### src/rtl/dfe_pkg.sv
// Shared types and helpers for the multi-tap decision-feedback equalizer.
// Holds the FSM state type, width helpers for the accumulator and the
// equalized sample, and the coefficient saturation function.
package dfe_pkg;

    typedef enum logic [1:0] {
        UNCFG = 2'd0,
        LOAD  = 2'd1,
        RUN   = 2'd2
    } dfe_state_t;

    // Configuration address bus width.
    localparam int CFG_ADDR_W = 8;

    // Wide working width for coefficient arithmetic before saturation.
    localparam int WIDE_W = 64;

    // Feedback sum width: one coefficient times one level, summed over all taps.
    function automatic int acc_width(input int coef_w, input int pam_m, input int num_taps);
        return coef_w + $clog2(pam_m) + $clog2(num_taps) + 1;
    endfunction

    // Equalized sample width: wide enough for the shifted input minus the feedback sum.
    function automatic int eq_width(input int sig_w, input int coef_frac, input int acc_w);
        return (((sig_w + coef_frac) > acc_w) ? (sig_w + coef_frac) : acc_w) + 1;
    endfunction

    // Clamp a wide signed value into the signed range of coef_w bits.
    function automatic logic signed [WIDE_W-1:0] sat_coef(input logic signed [WIDE_W-1:0] value,
                                                          input int coef_w);
        logic signed [WIDE_W-1:0] hi;
        logic signed [WIDE_W-1:0] lo;
        hi = (64'sd1 <<< (coef_w - 1)) - 64'sd1;
        lo = -(64'sd1 <<< (coef_w - 1));
        if (value > hi) begin
            return hi;
        end else if (value < lo) begin
            return lo;
        end
        return value;
    endfunction

endpackage

### src/rtl/dfe_if.sv
// Sample, configuration and decision signals of the equalizer in one bundle.
// The source side (master) drives samples and coefficient writes; the
// equalizer (slave) returns decisions, configuration status and its FSM state.
interface dfe_if #(
    parameter int SIG_W  = 8,
    parameter int COEF_W = 16,
    parameter int PAM_M  = 2
);
    import dfe_pkg::*;

    localparam int SYM_W = $clog2(PAM_M);

    // Strobe semantics: in_valid, cfg_wr and flush act only on the rising clock
    // edge where they are high; there is no back-pressure, so the equalizer
    // never stalls the source. out_valid and cfg_err are single-cycle strobes
    // whose companion data is meaningful only while the strobe is high.
    logic                            in_valid;
    logic signed [SIG_W-1:0]         in_data;
    logic                            flush;
    logic                            cfg_wr;
    logic        [CFG_ADDR_W-1:0]    cfg_addr;
    logic signed [COEF_W-1:0]        cfg_data;
    logic                            cfg_err;
    logic                            cfg_done;
    logic                            adapt_en;
    logic                            out_valid;
    logic        [SYM_W-1:0]         out_sym;
    logic signed [SYM_W:0]           out_level;
    logic signed [SIG_W+1:0]         out_eq;
    dfe_state_t                      state;

    modport master (
        output in_valid, in_data, flush, cfg_wr, cfg_addr, cfg_data, adapt_en,
        input  cfg_err, cfg_done, out_valid, out_sym, out_level, out_eq, state
    );

    modport slave (
        input  in_valid, in_data, flush, cfg_wr, cfg_addr, cfg_data, adapt_en,
        output cfg_err, cfg_done, out_valid, out_sym, out_level, out_eq, state
    );

endinterface

### src/rtl/dfe_slicer.sv
// PAM-M slicer: counts how many thresholds (2j-(M-2))*h0 the equalized sample
// reaches and maps that count to a symbol index and an odd signed level.
module dfe_slicer #(
    parameter int PAM_M  = 2,
    parameter int EQ_W   = 21,
    parameter int COEF_W = 16,
    localparam int SYM_W = $clog2(PAM_M)
) (
    input  logic signed [EQ_W-1:0]   eq_full,
    input  logic signed [COEF_W-1:0] h0,
    output logic        [SYM_W-1:0]  sym,
    output logic signed [SYM_W:0]    level
);

    // Threshold products need room for the factor (up to M-2) times h0.
    localparam int TW = EQ_W + COEF_W + 4;

    logic signed [TW-1:0] eq_ext;
    logic signed [TW-1:0] h0_ext;
    logic        [SYM_W-1:0] cnt;

    assign eq_ext = TW'(eq_full);
    assign h0_ext = TW'(h0);

    // Count thresholds met; a sample exactly on a threshold counts as above it.
    always_comb begin
        cnt = '0;
        for (int j = 0; j < PAM_M - 1; j++) begin
            if (eq_ext >= TW'(2 * j - (PAM_M - 2)) * h0_ext) begin
                cnt = cnt + SYM_W'(1);
            end
        end
    end

    assign sym   = cnt;
    assign level = (SYM_W + 1)'(2 * int'(cnt) - (PAM_M - 1));

endmodule

### src/rtl/dfe_multitap.sv
// Parametrised decision-feedback equalizer with N post-cursor taps and PAM-M
// slicing. Coefficients are written through the config port; once h0 and all
// taps have been written the block runs and produces one decision per sample
// in the same cycle the sample is accepted (registered outputs, no bubble).
// Optional sign-sign LMS tap adaptation is built when DFE_LMS_EN is defined.
module dfe_multitap
    import dfe_pkg::*;
#(
    parameter int SIG_W     = 8,
    parameter int NUM_TAPS  = 5,
    parameter int PAM_M     = 2,
    parameter int COEF_W    = 16,
    parameter int COEF_FRAC = 4,
    parameter int MU_STEP   = 1
) (
    input  logic  clk,
    input  logic  rstn,
    dfe_if.slave  bus
);

    localparam int SYM_W = $clog2(PAM_M);
    localparam int LVL_W = SYM_W + 1;
    localparam int ACC_W = acc_width(COEF_W, PAM_M, NUM_TAPS);
    localparam int EQ_W  = eq_width(SIG_W, COEF_FRAC, ACC_W);
    localparam int OUT_W = SIG_W + 2;

    localparam logic signed [LVL_W-1:0] LVL_FILL = '1;
    localparam logic signed [EQ_W-1:0]  OUT_MAX  = EQ_W'((64'sd1 <<< (OUT_W - 1)) - 64'sd1);
    localparam logic signed [EQ_W-1:0]  OUT_MIN  = EQ_W'(-(64'sd1 <<< (OUT_W - 1)));

    dfe_state_t state_q;
    dfe_state_t state_d;

    logic signed [COEF_W-1:0] coef     [0:NUM_TAPS];
    logic signed [LVL_W-1:0]  hist     [1:NUM_TAPS];
    logic signed [LVL_W-1:0]  hist_use [1:NUM_TAPS];
    logic        [NUM_TAPS:0] wr_map;

    logic                     cfg_ok;
    logic                     accept;
    logic signed [ACC_W-1:0]  isi;
    logic signed [EQ_W-1:0]   eq_full;
    logic signed [EQ_W-1:0]   eq_shift;
    logic signed [OUT_W-1:0]  eq_sat;
    logic        [SYM_W-1:0]  sym;
    logic signed [LVL_W-1:0]  lvl;

    assign cfg_ok = bus.cfg_wr && (bus.cfg_addr <= CFG_ADDR_W'(NUM_TAPS));
    assign accept = bus.in_valid && (state_q == RUN);

    // FSM state register.
    always_ff @(posedge clk or negedge rstn) begin
        if (!rstn) begin
            state_q <= UNCFG;
        end else begin
            state_q <= state_d;
        end
    end

    // Next state: first legal write leaves UNCFG; a fully written bitmap enters RUN.
    always_comb begin
        state_d = state_q;
        case (state_q)
            UNCFG:   if (cfg_ok) state_d = LOAD;
            LOAD:    if (&wr_map) state_d = RUN;
            RUN:     state_d = RUN;
            default: state_d = UNCFG;
        endcase
    end

    assign bus.cfg_done = (state_q == RUN);
    assign bus.state    = state_q;

    // A flush in the same cycle as a sample makes that sample see a filled history.
    always_comb begin
        for (int k = 1; k <= NUM_TAPS; k++) begin
            hist_use[k] = bus.flush ? LVL_FILL : hist[k];
        end
    end

    // Feedback sum over all post-cursor taps using the registered coefficients.
    always_comb begin
        isi = '0;
        for (int k = 1; k <= NUM_TAPS; k++) begin
            isi = isi + (ACC_W'(coef[k]) * ACC_W'(hist_use[k]));
        end
    end

    assign eq_full  = (EQ_W'(bus.in_data) <<< COEF_FRAC) - EQ_W'(isi);
    assign eq_shift = eq_full >>> COEF_FRAC;

    // Floor to integer LSBs, then clamp to the output range.
    always_comb begin
        if (eq_shift > OUT_MAX) begin
            eq_sat = OUT_W'(OUT_MAX);
        end else if (eq_shift < OUT_MIN) begin
            eq_sat = OUT_W'(OUT_MIN);
        end else begin
            eq_sat = eq_shift[OUT_W-1:0];
        end
    end

    dfe_slicer #(
        .PAM_M  (PAM_M),
        .EQ_W   (EQ_W),
        .COEF_W (COEF_W)
    ) u_slicer (
        .eq_full (eq_full),
        .h0      (coef[0]),
        .sym     (sym),
        .level   (lvl)
    );

`ifdef DFE_LMS_EN
    localparam int E_W = EQ_W + COEF_W + LVL_W + 1;

    logic signed [E_W-1:0]    err;
    logic                     lms_pend;
    logic                     lms_eneg;
    logic        [NUM_TAPS:1] lms_dneg;
    logic signed [COEF_W-1:0] lms_next [1:NUM_TAPS];
    logic signed [WIDE_W-1:0] lms_sum;

    assign err = E_W'(eq_full) - (E_W'(lvl) * E_W'(coef[0]));

    // Capture error and history signs with the decision; applied one edge later.
    always_ff @(posedge clk or negedge rstn) begin
        if (!rstn) begin
            lms_pend <= 1'b0;
            lms_eneg <= 1'b0;
            lms_dneg <= '0;
        end else begin
            lms_pend <= accept && bus.adapt_en && (err != '0);
            lms_eneg <= err[E_W-1];
            for (int k = 1; k <= NUM_TAPS; k++) begin
                lms_dneg[k] <= hist_use[k][LVL_W-1];
            end
        end
    end

    // Sign-sign step per tap, saturated to the coefficient range.
    always_comb begin
        lms_sum = '0;
        for (int k = 1; k <= NUM_TAPS; k++) begin
            lms_sum = WIDE_W'(coef[k]) +
                      ((lms_eneg ^ lms_dneg[k]) ? -WIDE_W'(MU_STEP) : WIDE_W'(MU_STEP));
            lms_sum = sat_coef(lms_sum, COEF_W);
            lms_next[k] = lms_sum[COEF_W-1:0];
        end
    end
`else
    logic unused_adapt;
    localparam int unused_mu = MU_STEP;
    assign unused_adapt = bus.adapt_en;
`endif

    // Coefficient store and write bitmap; a config write beats an adaptation step.
    always_ff @(posedge clk or negedge rstn) begin
        if (!rstn) begin
            for (int k = 0; k <= NUM_TAPS; k++) begin
                coef[k] <= '0;
            end
            wr_map <= '0;
        end else begin
`ifdef DFE_LMS_EN
            if (lms_pend) begin
                for (int k = 1; k <= NUM_TAPS; k++) begin
                    coef[k] <= lms_next[k];
                end
            end
`endif
            for (int k = 0; k <= NUM_TAPS; k++) begin
                if (cfg_ok && (bus.cfg_addr == CFG_ADDR_W'(k))) begin
                    coef[k]   <= bus.cfg_data;
                    wr_map[k] <= 1'b1;
                end
            end
        end
    end

    // Decision history: shift in each new level; a lone flush refills with -1.
    always_ff @(posedge clk or negedge rstn) begin
        if (!rstn) begin
            for (int k = 1; k <= NUM_TAPS; k++) begin
                hist[k] <= LVL_FILL;
            end
        end else if (accept) begin
            hist[1] <= lvl;
            for (int k = 2; k <= NUM_TAPS; k++) begin
                hist[k] <= hist_use[k-1];
            end
        end else if (bus.flush) begin
            for (int k = 1; k <= NUM_TAPS; k++) begin
                hist[k] <= LVL_FILL;
            end
        end
    end

    // Registered decision outputs.
    always_ff @(posedge clk or negedge rstn) begin
        if (!rstn) begin
            bus.out_valid <= 1'b0;
            bus.out_sym   <= '0;
            bus.out_level <= '0;
            bus.out_eq    <= '0;
        end else begin
            bus.out_valid <= accept;
            if (accept) begin
                bus.out_sym   <= sym;
                bus.out_level <= lvl;
                bus.out_eq    <= eq_sat;
            end
        end
    end

    // One-cycle error pulse for writes beyond the last tap.
    always_ff @(posedge clk or negedge rstn) begin
        if (!rstn) begin
            bus.cfg_err <= 1'b0;
        end else begin
            bus.cfg_err <= bus.cfg_wr && !cfg_ok;
        end
    end

endmodule

### src/flat_wrapper.sv
// flat-port wrapper written by rule: the top's interface ports become plain ports
module dfe_multitap_flat import dfe_pkg::*;
#(
    parameter int SIG_W     = 8,
    parameter int NUM_TAPS  = 5,
    parameter int PAM_M     = 2,
    parameter int COEF_W    = 16,
    parameter int COEF_FRAC = 4,
    parameter int MU_STEP   = 1
)
  (clk, rstn, bus_in_valid, bus_in_data, bus_flush, bus_cfg_wr, bus_cfg_addr, bus_cfg_data, bus_adapt_en, bus_cfg_err, bus_cfg_done, bus_out_valid, bus_out_sym, bus_out_level, bus_out_eq, bus_state);
  dfe_if #(.SIG_W(SIG_W), .COEF_W(COEF_W), .PAM_M(PAM_M)) bus_i ();
  input  logic clk;
  input  logic rstn;
  input wire logic [$bits(bus_i.in_valid)-1:0] bus_in_valid;
  input wire logic [$bits(bus_i.in_data)-1:0] bus_in_data;
  input wire logic [$bits(bus_i.flush)-1:0] bus_flush;
  input wire logic [$bits(bus_i.cfg_wr)-1:0] bus_cfg_wr;
  input wire logic [$bits(bus_i.cfg_addr)-1:0] bus_cfg_addr;
  input wire logic [$bits(bus_i.cfg_data)-1:0] bus_cfg_data;
  input wire logic [$bits(bus_i.adapt_en)-1:0] bus_adapt_en;
  output wire logic [$bits(bus_i.cfg_err)-1:0] bus_cfg_err;
  output wire logic [$bits(bus_i.cfg_done)-1:0] bus_cfg_done;
  output wire logic [$bits(bus_i.out_valid)-1:0] bus_out_valid;
  output wire logic [$bits(bus_i.out_sym)-1:0] bus_out_sym;
  output wire logic [$bits(bus_i.out_level)-1:0] bus_out_level;
  output wire logic [$bits(bus_i.out_eq)-1:0] bus_out_eq;
  output wire logic [$bits(bus_i.state)-1:0] bus_state;
  assign bus_i.in_valid = bus_in_valid;
  assign bus_i.in_data = bus_in_data;
  assign bus_i.flush = bus_flush;
  assign bus_i.cfg_wr = bus_cfg_wr;
  assign bus_i.cfg_addr = bus_cfg_addr;
  assign bus_i.cfg_data = bus_cfg_data;
  assign bus_i.adapt_en = bus_adapt_en;
  assign bus_cfg_err = bus_i.cfg_err;
  assign bus_cfg_done = bus_i.cfg_done;
  assign bus_out_valid = bus_i.out_valid;
  assign bus_out_sym = bus_i.out_sym;
  assign bus_out_level = bus_i.out_level;
  assign bus_out_eq = bus_i.out_eq;
  assign bus_state = bus_i.state;
  dfe_multitap #(.SIG_W(SIG_W), .NUM_TAPS(NUM_TAPS), .PAM_M(PAM_M), .COEF_W(COEF_W), .COEF_FRAC(COEF_FRAC), .MU_STEP(MU_STEP)) u_core (.clk(clk), .rstn(rstn), .bus(bus_i));
endmodule
### config.mk
export PLATFORM = sky130hd
export DESIGN_NAME = dfe_multitap_flat
export DESIGN_NICKNAME = d
export VERILOG_FILES = /design/src/rtl/dfe_pkg.sv /design/src/rtl/dfe_if.sv /design/src/rtl/dfe_slicer.sv /design/src/rtl/dfe_multitap.sv /design/src/flat_wrapper.sv
export SDC_FILE = /design/constraint.sdc
export NUM_CORES = 1
export LEC_CHECK = 0
export CAP_MARGIN = 20
export CORE_MARGIN = 8
export CORE_UTILIZATION = 30
export CTS_CLUSTER_DIAMETER = 30
export DETAILED_ROUTE_END_ITERATION = 8
export PLACE_DENSITY = 0.48
export SLEW_MARGIN = 20
export SYNTH_ARGS = -nofsm -noshare
export SYNTH_HDL_FRONTEND = slang
export SYNTH_SLANG_ARGS = --single-unit
### constraint.sdc
create_clock -name clk -period 25.5 [get_ports clk]
set_clock_uncertainty 0.2 [all_clocks]
set_input_delay 2.55 -clock clk [delete_from_list [all_inputs] [get_ports clk]]
set_output_delay 2.55 -clock clk [all_outputs]
set_load 0.005 [all_outputs]
==> results.md, run 1 <==
- Endpoints failing setup: 0
- Fmax: 0.0796 GHz
- Flop2flop setup slack: 15.36 ns
- CP Capture Type: flip-flop
- Port Buffer Count: 54
- Worst r2r path cells: 38
- RSZ-0062 raised after global routing: false
- IO Count: 56
- Synthesis Warnings: 0
- Max incr delay on CP: 0.57 ns
- Overflow after GRT: 0
- Post-DP Area: 12700 um2
- Reg-to-reg startpoint: u_core.hist[5]$_DFFE_PN1P_
- Starting Density: 30.2%
- Fill cells: 3961
- Vias/cell: 4.83
- CP endpoint: u_core.bus.out_eq[5]$_DFFE_PN0P_
- Clock transition at path regs: 0.09 ns
- Max_cap viols: 0
- Post-layout util: 34.1%
- Initial drt markers: 440
- Syn Std Cell Area: 11600 um2
- H-tree Lvls: 3
- Die outline height: 212 um
- Hold Buf Count CTS: 0
- Core Footprint: 38300 um2
- Largest net degree at the start of global routing: 59
- CP Launch Point: bus_flush
- Status: completed
- Crit-path max FO: 25
- Clock Latency Late Sink: 0.39 ns
- Area delta synth->final: 13.0%
- Ys flop type: dfrtp_1
- Final GP Congestion: 0.800
- Share of cells above drive strength 1: 9.58%
- Die Area: 45000 um2
- Post-cts resize count: 0
- Synthesized net count: 1521
- DR WL/cell: 17.0 um
- Synth top area cells: dfrtp_1 (22%), ha_1 (17%), fa_1 (14%)
- Period minus WS final: 12.57 ns
- Global router's overall resource usage: 14.1%
- TritonCTS clock tree: yes
- Die X: 212 um
- Cell mode on critical path: fa_1
- Period utilisation layout: 49.3%
- Root buffer cell: clkbuf_16
- Final WL: 31000 um
- Kind of critical path: primary input to flip-flop
- Required time of the critical path: 25.55 ns
- Maximum clock path buffer count: 2
- Vias in the first global route: 8755
- Worst Tran Pin Value: 0.964 ns
- Via count: 8810
- ANT nets after route: 0
- Distinct cells, synth: 67
- Async set-reset flop share out of synthesis: 100%
- Pins Over Slew Limit: 0
- Critical Path AT: 12.62 ns
- Design Area, Final: 13100 um2
- Flops & latches, synth: 108
- Length of the first detailed-routing pass in iterations: 4
- Setup TNS after final layout: 0 ns
- FF-to-FF End: u_core.bus.out_eq[5]$_DFFE_PN0P_
- Num CTS Buffers: 9
- HPWL after DPL: 24400 um
- Slowest-stage cell, CP: fa_1
- Final hold vios: 0
- Worst hold path class: flip-flop to flip-flop
- Yosys top cell area share: 22.3%
- # DRC: 0
- First-pass GRT wire length: 49100 um
- Startpoint Class: primary input
- Register area share after synthesis: 23.4%
- Synthesized instance count: 1247
- Post-synth top area cell: dfrtp_1
- Antenna Cells: 0
- Clk sinks: 108
- Initial antenna violation count: 0
- Worst relative slew slack: 34.9%
- Final net count: 1574
- Number of flops mapped to enable cells by yosys: 0
- Synth Area per Inst: 9.26 um2
- Row Count: 72
- Post-CTS Setup Repair Bufs: 0
-- worst min path at each step --
stage                                              startpoint                             endpoint  cells past startpoint
after global routing      u_core.bus.out_level[0]$_DFFE_PN0P_  u_core.bus.out_level[0]$_DFFE_PN0P_                      1
after global placement           u_core.wr_map[2]$_DFFE_PN0P_         u_core.wr_map[2]$_DFFE_PN0P_                      1
after CTS                        u_core.wr_map[0]$_DFFE_PN0P_         u_core.wr_map[0]$_DFFE_PN0P_                      1
after floorplan                  u_core.wr_map[0]$_DFFE_PN0P_         u_core.wr_map[0]$_DFFE_PN0P_                      1
after detailed placement         u_core.wr_map[0]$_DFFE_PN0P_         u_core.wr_map[0]$_DFFE_PN0P_                      1
final                            u_core.wr_map[0]$_DFFE_PN0P_         u_core.wr_map[0]$_DFFE_PN0P_                      1
-- cell families (layout without fill, tap and decap cells) --
logic type / after synthesis / count (layout) / synth area share (%)
AO/OA/AOI/OAI: 258 / 258 / 14.7
multiplexers: 69 / 69 / 6.73
adder cells (fa/ha/maj): 236 / 236 / 30.7
AND/OR/NAND/NOR: 331 / 331 / 13.3
buffers and inverters: 176 / 234 / 5.83
flip-flops: 108 / 108 / 23.4
XOR/XNOR: 69 / 69 / 5.23
-- cell usage in the layout, fill, tap and decap left out, types with 6 or more instances in the layout --
master / n
ha_1: 157
inv_1: 150
nor2_1: 124
dfrtp_1: 103
fa_1: 79
nand2_1: 72
mux2_2: 69
o21ai_0: 67
a21oi_1: 56
clkdlybuf4s50_1: 53
xnor2_1: 42
a21o_1: 32
nor3_1: 32
xor2_1: 27
nand3_1: 18
and3_1: 17
a21boi_0: 16
nand2b_1: 14
buf_4: 14
a211oi_1: 13
a31oi_1: 11
nor2b_1: 9
a2111oi_0: 9
clkbuf_16: 9
or2_2: 8
nor4_1: 8
o31ai_1: 6
-- area by class of cell --
type | count | area [um2] | area share, %
tap | 518 | 648 | 4.97
multi-input combinational | 963 | 8180 | 62.7
timing repair buffer | 68 | 651 | 4.98
clock buffer | 9 | 225 | 1.73
sequential | 108 | 2710 | 20.8
clock inverter | 7 | 77.6 | 0.594
inverter | 150 | 563 | 4.31
-- worst max-delay path: cells and delay by family --
kind                     cells  cell delay, ns
AO/OA/AOI/OAI               14            3.10
adder cells (fa/ha/maj)      8            3.04
AND/OR/NAND/NOR             10            2.14
buffers and inverters        7            1.36
XOR/XNOR                     2            0.43
-- cell usage after synthesis, types with 6 or more instances --
cell	number
a2111oi_0	9
a211oi_1	13
a21boi_0	16
a21o_1	32
a21oi_1	56
a31oi_1	11
and3_1	17
clkbuf_1	21
dfrtp_1	103
fa_1	79
ha_1	157
inv_1	150
mux2_2	69
nand2_1	72
nand2b_1	14
nand3_1	18
nor2_1	124
nor2b_1	9
nor3_1	33
nor4_1	8
o21ai_0	67
o31ai_1	6
or2_2	8
xnor2_1	42
xor2_1	27
-- registers in the layout (all words and copies together), names as in the netlist --
name	cells
u_core.bus.out_valid	1
u_core.bus.state	2
u_core.hist	5
u_core.bus.cfg_err	1
u_core.wr_map	6
u_core.bus.out_eq	10
u_core.bus.out_sym	1
u_core.bus.out_level	2
u_core.coef	80
-- per-stage QoR --
step                hold slack, ns  instances  worst slack, ns
finish                       0.270       1823            12.93
global route                 0.291       1823            12.25
CTS                          0.270       1822            12.93
detailed placement           0.250       1806            12.54
global placement             0.251       1806            12.60
floorplan                    0.228       1247            13.98
-- metal layers --
layer / track usage, % / vias to the layer above / wire (um)
met5: 0 / - / 0
met3: 1.75 / 16 / 537
met4: 3.36 / 0 / 378
li1: - / 4437 / -
met2: 23.9 / 73 / 15300
met1: 18.8 / 4284 / 14700
Power of run 1 is not shown: default switching activity piles up to over one toggle a cycle in this logic, so the estimate is an artifact.
==> run 2: changes to the inputs <==
- clock period: 25.5 -> 12.7 ns (I/O delays scaled with it)
==> run 2 against run 1 <==
  * Routed wire length hardly changed
  * Non-clock buffer count is 5 higher
  * Worst hold slack better by 0.0015 ns
  * Global-route usage hardly changed
  * Sequential share of layout area is 0.069 points lower
  * Setup slack worse by 12 ns
  * Flip-flop and latch count stayed put
  * Count of clock-buffer cells in the layout stayed put
  * Utilization is 0.11 points higher
==> results.md, run 2 (synthesis gave the netlist of run 1 again) <==
- Post-CTS Setup Repair Bufs: 0 (unchanged)
- Port Buffer Count: 54 (unchanged)
- Num CTS Buffers: 9 (unchanged)
- Final WL: 31000 um (about the same)
- Row Count: 72 (unchanged)
- Slowest-stage cell, CP: clkdlybuf4s50_1
- Overflow after GRT: 0 (unchanged)
- RSZ-0062 raised after global routing: false
- Fill cells: 3974 (+0.33%)
- Commonest non-fill, non-tap cell in the layout: ha_1
- Layout Cells excl Fill: 1828 (+0.27%)
- Commonest non-fill, non-tap cells in the layout: ha_1 (157), inv_1 (150), nor2_1 (124)
- Worst hold path class: flip-flop to flip-flop
- Crit-path max FO: 21 (-16%)
- Post-cts resize count: 0 (unchanged)
- Max incr delay on CP: 0.72 ns (+0.15 ns)
- IO Count: 56 (unchanged)
- Largest regs: u_core.coef (80), u_core.bus.out_eq (10), u_core.wr_map (6)
- Clock transition at path regs: 0.08 ns (about the same)
- Top reg by flops: u_core.coef
- First-pass GRT wire length: 48700 um (-0.79%)
- Critical Path AT: 11.47 ns (-1.15 ns)
- Hold Path Origin: u_core.bus.out_level[0]$_DFFE_PN0P_
- Period minus WS final: 11.42 ns
- Reg-to-reg startpoint: u_core.hist[7]$_DFFE_PN1P_
- Starting Density: 30.2% (unchanged)
- Initial drt markers: 444 (+0.91%)
- Maximum clock path buffer count: 2 (unchanged)
- # DRC: 0 (unchanged)
- Vias in the first global route: 8902 (+1.7%)
- ANT nets after route: 0 (unchanged)
- Number of cells on the worst hold path: 1 (unchanged)
- Max_cap viols: 0 (unchanged)
- HPWL after DPL: 24700 um (+1.3%)
- Status: completed
- DR WL/cell: 16.9 um (-0.28%)
- FF-to-FF End: u_core.bus.out_eq[4]$_DFFE_PN0P_
- Cell mode on critical path: fa_1
- Final GP Congestion: 0.800 (about the same)
- Worst Tran Pin Value: 0.955 ns (-0.00921 ns)
- Vias/cell: 4.89 (+1.2%)
- Worst r2r path cells: 39 (+2.6%)
- Fmax: 0.0876 GHz
- H-tree Lvls: 3 (unchanged)
- Worst relative slew slack: 36.3% (+1.4 points)
- Setup TNS after final layout: 0 ns (unchanged)
- Final hold vios: 0 (unchanged)
- TritonCTS clock tree: yes
- Period utilisation layout: 89.9%
- Final net count: 1579 (+0.32%)
- Initial antenna violation count: 0 (unchanged)
- Clock Latency Late Sink: 0.38 ns (about the same)
- Length of the first detailed-routing pass in iterations: 4 (unchanged)
- Required time of the critical path: 12.75 ns (-12.80 ns)
- Die X: 212 um (unchanged)
- Flop2flop setup slack: 2.51 ns (-12.85 ns)
- Clk sinks: 108 (unchanged)
- CP Capture Type: flip-flop
- Die Area: 45000 um2 (unchanged)
- Area delta synth->final: 13.4%
- Pins Over Slew Limit: 0 (unchanged)
- Global router's overall resource usage: 14.0% (-0.038 points)
- Dpl cells: 1812 (+0.33%)
- Die outline height: 212 um (unchanged)
- Via count: 8943 (+1.5%)
- Core Footprint: 38300 um2 (unchanged)
- Endpoints failing setup: 0 (unchanged)
- Largest net degree at the start of global routing: 66 (+12%)
- Hold Buf Count CTS: 0 (unchanged)
- Share of cells above drive strength 1: 9.92% (+0.35 points)
- Kind of critical path: primary input to flip-flop
- Max reg flops: 80 (unchanged)
- Root buffer cell: clkbuf_16
- CP endpoint: u_core.bus.out_eq[4]$_DFFE_PN0P_
- Startpoint Class: primary input
- Antenna Cells: 0 (unchanged)
- CP Launch Point: bus_flush
## run 2: critical path, delay by kind of cell
family	cells	cell delay [ns]
simple gates	8	1.87
compound gates	15	3.27
xor+xnor	2	0.42
buf+inv	7	1.47
fa+ha+maj	8	3.17
## run 2: worst min-delay path by stage
stage	end
floorplan	u_core.wr_map[0]$_DFFE_PN0P_
CTS	u_core.wr_map[2]$_DFFE_PN0P_
detailed placement	u_core.wr_map[2]$_DFFE_PN0P_
finish	u_core.bus.out_level[0]$_DFFE_PN0P_
global route	u_core.wr_map[3]$_DFFE_PN0P_
global placement	u_core.wr_map[0]$_DFFE_PN0P_
## run 2: through the flow
step	cell area [um2]	worst slack (ns)	utilization (%)	hold slack, ns
floorplan	11600	2.46	-	0.228
global placement	12800	0.943	33.4	0.250
detailed placement	12800	0.882	33.4	0.253
CTS	13100	1.27	34.2	0.279
global route	13100	0.644	34.2	0.298
finish	13100	1.28	34.2	0.271
## run 2: cell type report
class | instances | area [um2] | share of cell area (%)
Tap cell | 518 | 648 | 4.95
Inverter | 150 | 563 | 4.30
Clock buffer | 9 | 225 | 1.72
Multi-Input combinational cell | 963 | 8180 | 62.5
Timing Repair Buffer | 73 | 681 | 5.20
Clock inverter | 7 | 91.3 | 0.697
Sequential cell | 108 | 2710 | 20.7
## run 2: metal layers
| metal | part of all wire [%] | up-vias | routed length, um | global-route usage (%) |
|---|---|---|---|---|
| li1 | - | 4440 | - | - |
| met3 | 1.9 | 28 | 603 | 1.75 |
| met1 | 47 | 4381 | 14500 | 17.9 |
| met5 | 0 | - | 0 | 0 |
| met4 | 2.0 | 0 | 620 | 4.36 |
| met2 | 49 | 94 | 15200 | 24.4 |
Power of run 2 is left out for the same reason.
